`config.mk`:
```
export PLATFORM = sky130hd
export DESIGN_NAME = prog_clock_divider
export DESIGN_NICKNAME = d
export VERILOG_FILES = /design/src/rtl/prog_clock_divider.sv
export SDC_FILE = /design/constraint.sdc
export NUM_CORES = 1
export LEC_CHECK = 0
export ABC_AREA = 1
export BUFFER_PORTS_ARGS = -buffer_cell sky130_fd_sc_hd__buf_2
export CORE_AREA = 5 5 237 239
export CTS_CLUSTER_DIAMETER = 120
export DETAILED_ROUTE_END_ITERATION = 16
export DIE_AREA = 0 0 242 244
export SETUP_SLACK_MARGIN = 0.05
export SYNTH_ARGS = -nofsm -noshare
export SYNTH_HDL_FRONTEND = slang
export SYNTH_SLANG_ARGS = --single-unit
```
`constraint.sdc`:
```
create_clock -name clk -period 3.4 [get_ports clk]
set_input_delay 0.34 -clock clk [delete_from_list [all_inputs] [get_ports clk]]
set_output_delay 0.34 -clock clk [all_outputs]
set_load 0.05 [all_outputs]
```
`src/rtl/prog_clock_divider.sv`:
```
// Multi-channel runtime-programmable clock divider: per-channel tick strobe and 50%-duty divided clock.
// Optional macro CLKDIV_SYNC_EN adds a sync input that realigns every channel.
module prog_clock_divider #(
   parameter int                N_CH        = 4,
   parameter int                W           = 32,
   parameter longint unsigned   DEFAULT_DIV = 50000000,
   localparam int               CH_W        = (N_CH > 1) ? $clog2(N_CH) : 1
) (
   input  logic              clk,
   input  logic              reset,
   input  logic              enable,
   input  logic [N_CH-1:0]   ch_en,
   input  logic              cfg_valid,
   output logic              cfg_ready,
   input  logic [CH_W-1:0]   cfg_ch,
   input  logic [W-1:0]      cfg_div,
`ifdef CLKDIV_SYNC_EN
   input  logic              sync,
`endif
   output logic [N_CH-1:0]   tick,
   output logic [N_CH-1:0]   clk_out
);

   localparam logic [W-1:0] DEF_DIV = W'(DEFAULT_DIV);
   localparam logic [W-1:0] ONE     = W'(1);

   logic [W-1:0]    r_cnt      [N_CH];
   logic [W-1:0]    r_div_act  [N_CH];
   logic [W-1:0]    r_div_pend [N_CH];
   logic [N_CH-1:0] r_pend;
   logic [N_CH-1:0] r_tick;
   logic [N_CH-1:0] r_clk_out;

   logic            w_cfg_ready;
   logic [N_CH-1:0] w_accept;
   logic [N_CH-1:0] w_run;
   logic [W-1:0]    w_cfg_div;

   // A zero divisor would never reach a terminal count, so it is clamped to 1.
   function automatic logic [W-1:0] sat_div(input logic [W-1:0] d);
      return (d == '0) ? ONE : d;
   endfunction

   // Channel indices beyond N_CH match no channel and leave ready high, so such writes are dropped.
   always_comb begin
      w_cfg_ready = 1'b1;
      w_accept    = '0;
      w_run       = '0;
      w_cfg_div   = sat_div(cfg_div);
      for (int i = 0; i < N_CH; i++) begin
         if (cfg_ch == CH_W'(i)) begin
            w_cfg_ready = !r_pend[i];
         end
         w_run[i] = enable && ch_en[i];
      end
      for (int i = 0; i < N_CH; i++) begin
         w_accept[i] = cfg_valid && w_cfg_ready && (cfg_ch == CH_W'(i));
      end
   end

   always_ff @(posedge clk) begin
      if (reset) begin
         r_pend    <= '0;
         r_tick    <= '0;
         r_clk_out <= '0;
         for (int i = 0; i < N_CH; i++) begin
            r_cnt[i]     <= '0;
            r_div_act[i] <= DEF_DIV;
         end
      end else begin
         for (int i = 0; i < N_CH; i++) begin
`ifdef CLKDIV_SYNC_EN
            if (sync) begin
               r_cnt[i]     <= '0;
               r_clk_out[i] <= 1'b0;
               r_tick[i]    <= 1'b0;
               if (r_pend[i]) begin
                  r_div_act[i] <= r_div_pend[i];
                  r_pend[i]    <= 1'b0;
               end
            end else
`endif
            if (w_run[i]) begin
               if (r_cnt[i] == r_div_act[i] - ONE) begin
                  r_cnt[i]     <= '0;
                  r_tick[i]    <= 1'b1;
                  r_clk_out[i] <= !r_clk_out[i];
                  if (r_pend[i]) begin
                     r_div_act[i] <= r_div_pend[i];
                     r_pend[i]    <= 1'b0;
                  end
               end else begin
                  r_cnt[i]  <= r_cnt[i] + ONE;
                  r_tick[i] <= 1'b0;
               end
            end else begin
               r_tick[i] <= 1'b0;
               // A stopped channel has no terminal to wait for, so the new divisor restarts the count now.
               if (r_pend[i]) begin
                  r_div_act[i] <= r_div_pend[i];
                  r_cnt[i]     <= '0;
                  r_pend[i]    <= 1'b0;
               end
            end
            // Acceptance needs pend clear, so it never collides with the apply paths above.
            if (w_accept[i]) begin
               r_pend[i] <= 1'b1;
            end
         end
      end
   end

   always_ff @(posedge clk) begin
      for (int i = 0; i < N_CH; i++) begin
         if (w_accept[i]) begin
            r_div_pend[i] <= w_cfg_div;
         end
      end
   end

   assign cfg_ready = w_cfg_ready;
   assign tick      = r_tick;
   assign clk_out   = r_clk_out;

endmodule

```
==> flow_metrics.env <==
export IMPL_top_layer_used="met5"
export IMPL_cp_max_fo=13
export IMPL_p_total_mw=11.73
export IMPL_power_switching_mw=2.942
export IMPL_cts_tree="yes"
export IMPL_area_delta_synth_final_pct=11.22
export IMPL_pwr_share_seq=0.495
export IMPL_ios=51
export IMPL_status="completed"
export IMPL_syn_area_per_cell_um2=8.277
export IMPL_die_area_um2=59050
export IMPL_crit_top_cell="nand2_4"
export IMPL_seq_area_frac_synth=0.4904
export IMPL_drive_above_1_share=0.1050
export IMPL_finalSetupViolCount=0
export IMPL_hp_class="input pin to register"
export IMPL_vdd_drop_max_mv=0.4097
export IMPL_slowest_delay_ns=0.42
export IMPL_crit_slowest_cell="edfxtp_1"
export IMPL_clockBufferDepth=3
export IMPL_tns_ns=0
export IMPL_drt_pass1_iter_count=6
export IMPL_clockPowerShare=0.415
export IMPL_clock_latency_ns=0.58
export IMPL_final_area_um2=26700
export IMPL_tightest_slew_ns=0.9951
export IMPL_netlist_instances=2900
export IMPL_yosys_warnings=0
export IMPL_end_kind="register"
export IMPL_ys_top_cells_by_area="edfxtp_1 (48%), nand2_1 (10%), nor2_1 (8.1%)"
export IMPL_grt_max_degree=34
export IMPL_arrival_ns=3.37
export IMPL_grt_overflow=0
export IMPL_cap_violations=0
export IMPL_async_reset_ff_frac=0
export IMPL_dpl_hpwl_mm=49.28
export IMPL_clockRootBuffer="clkbuf_16"
export IMPL_min_period_ns=3.095
export IMPL_path_class="register to register"
export IMPL_yosys_cell_count_top_type="nand2_1"
export IMPL_htreeDepth=2
export IMPL_min_period_over_period=0.9103
export IMPL_place_area_um2=25160
export IMPL_switching_share=0.2508
export IMPL_cts_buffers=46
export IMPL_start_util=0.4478
export IMPL_ys_types=53
export IMPL_wl_mm=63.99
export IMPL_synth_edf_count=384
export IMPL_crit_family="simple AND/OR/NAND/NOR gates"
export IMPL_clkTransAtPathRegs_ns=0.06
export IMPL_vias=18680
export IMPL_drc=0
export IMPL_rsz0062_at_grt="false"
export IMPL_min_delay_start="cfg_div[27]"
export IMPL_power_density_nw_per_um2=439.3
export IMPL_drtAntennaViolNets=0
export IMPL_max_freq_ghz=0.3231
export IMPL_startpoint_type="register"
export IMPL_num_rows=85
export IMPL_critPathRequiredTime_ns=3.67
export IMPL_clock_sinks=396
export IMPL_core_um2=53600
export IMPL_grt_pass1_wl_mm=99.63
export IMPL_hold_viol=0
export IMPL_r2r_start="r_div_act[0][0]"
export IMPL_synth_area_um2=24000
export IMPL_wl_met2_mm=29.37
export IMPL_worstPathBufferInverterCount=3
export IMPL_path_cells="inv_1 -> ha_2 -> nand2_4 -> nor2_4 -> nand2_2 -> xor2_1 -> nand2_1 -> inv_1 -> nand3_1 -> nor2_1 -> nand3_2 -> nand2_4 -> nand2_4 -> nand2_1 -> buf_4"
export IMPL_synth_common_cells="nand2_1 (655), nor2_1 (516), inv_1 (418), edfxtp_1 (384), nand3_1 (185)"
export IMPL_drv_slew=0
export IMPL_synth_top_area_frac=0.4804
export IMPL_die_h_um=244
export IMPL_met3WireLength_mm=3.951
export IMPL_gp_congestion=0.9340
export IMPL_power_leakage_nw=10.68
export IMPL_synth_largest_area_cell="edfxtp_1"
export IMPL_die_width_um=242
export IMPL_wl_met1_mm=29.09
export IMPL_combPwrFrac=0.090
export IMPL_cp_depth=15
export IMPL_hold_path_cell_count=1
export IMPL_ys_ff_latch=396
export IMPL_syn_nets=2950
export IMPL_track_usage=0.2129
export IMPL_grt_pass1_vias=17920
export IMPL_drt_iter0_markers=1405
export IMPL_wl_per_cell_um=17.30
export IMPL_synth_ff_type="edfxtp_1"
export IMPL_relSlewSlack=0.3358
export IMPL_antenna_found_initial=10
export IMPL_final_setup_skew_ns=0.01627
export IMPL_port_buffers=50
export IMPL_fill_cells=5149
export IMPL_nNetsFinal=3018
export IMPL_crit_start="r_div_act[0][0]"
export IMPL_r2r_cells=15
export IMPL_vias_per_cell=5.050
export IMPL_p_int_mw=8.787
layer usage:
layer,global-route usage,up-vias
met3,0.04128,95
met2,0.3480,477
met4,0.05522,4
met1,0.2940,8662
li1,-,9437
met5,0,-
final timing paths:
| path | end | slack [ns] |
|---|---|---|
| max | r_div_act[0][2] | 0.30 |
| min | r_div_pend[3][27] | 0.09 |
| max reg2reg | r_div_act[0][2] | 0.30 |
| min reg2reg | r_div_act[1][14] | 0.50 |
power by group through the flow:
stage                     clock network [mW]  registers, mW  logic (mW)
after floorplan                            0           5.81       0.768
after global placement                     0           5.91        1.04
after detailed placement                   0           5.91        1.05
after CTS                               5.01           5.81        1.05
after global routing                    5.23           5.83        1.19
final                                   4.87           5.81        1.05
through the flow:
stage          utilization  cells  setup slack (ns)  hold slack [ns]
6_report            0.4981   3698            0.3050          0.09269
5_1_grt             0.4980   3697           0.07123          0.05409
4_1_cts             0.4971   3694            0.1947          0.03803
3_5_place_dp        0.4694   3613            0.2082           0.4936
3_3_place_gp        0.4694   3613            0.2213           0.4901
2_1_floorplan            -   2900           -0.3305           0.4817
layout by cell type, fill, tap and decap left out, types with 5 or more instances in the layout:
cell type and instances:
clkbuf_16 49, a21oi_1 26, buf_4 34, o21ai_1 10, dfxtp_1 12, nor2_2 68, nand3_2 5, edfxtp_1 384
nor2_1 513, nor4_1 17, buf_12 6, or2_2 10, inv_1 417, nand2_2 13, clkinv_2 8, clkbuf_1 6
nand4_1 78, clkinv_1 7, xor2_1 158, buf_2 50, ha_1 7, nand3_1 185, xnor2_1 62, o21ai_0 26
o21bai_1 7, nand2_1 654, nand3b_1 57, nor3_1 35, inv_6 5, nand2_4 5, nor2_4 27
final cells by class:
cell class | instances | area [um^2] | area share
Multi-Input combinational cell | 2008 | 10330 | 0.3868
Timing Repair Buffer | 92 | 648.1 | 0.02428
Antenna cell | 1 | 2.502 | 0.00009373
Sequential cell | 396 | 11770 | 0.4409
Clock inverter | 26 | 237.7 | 0.008904
Tap cell | 696 | 870.8 | 0.03262
Inverter | 424 | 1593 | 0.05966
Clock buffer | 55 | 1249 | 0.04677
cell families (layout without fill, tap and decap cells):
kind of cell | Yosys count | in the layout | synth area share
AOI/OAI and AO/OA | 80 | 80 | 0.01882
xor gates and xnor gates | 223 | 223 | 0.08283
adders and majority gates | 8 | 8 | 0.004170
buffers and inverters | 496 | 597 | 0.08173
DFF | 396 | 396 | 0.4904
other | 0 | 1 | 0
and+or+nand+nor | 1697 | 1697 | 0.3221
repair_timing:
action	4_1_cts	5_1_grt
endpoints found under the setup margin	0	112
setup buffers	0	3
gates resized for setup	0	9
hold buffers	0	0
registers in the layout, indices dropped and copies added (netlist names):
signal and cells:
r_div_act 128, r_cnt 128, clk_out 4, r_pend 4
r_div_pend 128, tick 4
No activity file was read; power rests on OpenSTA's default activity.
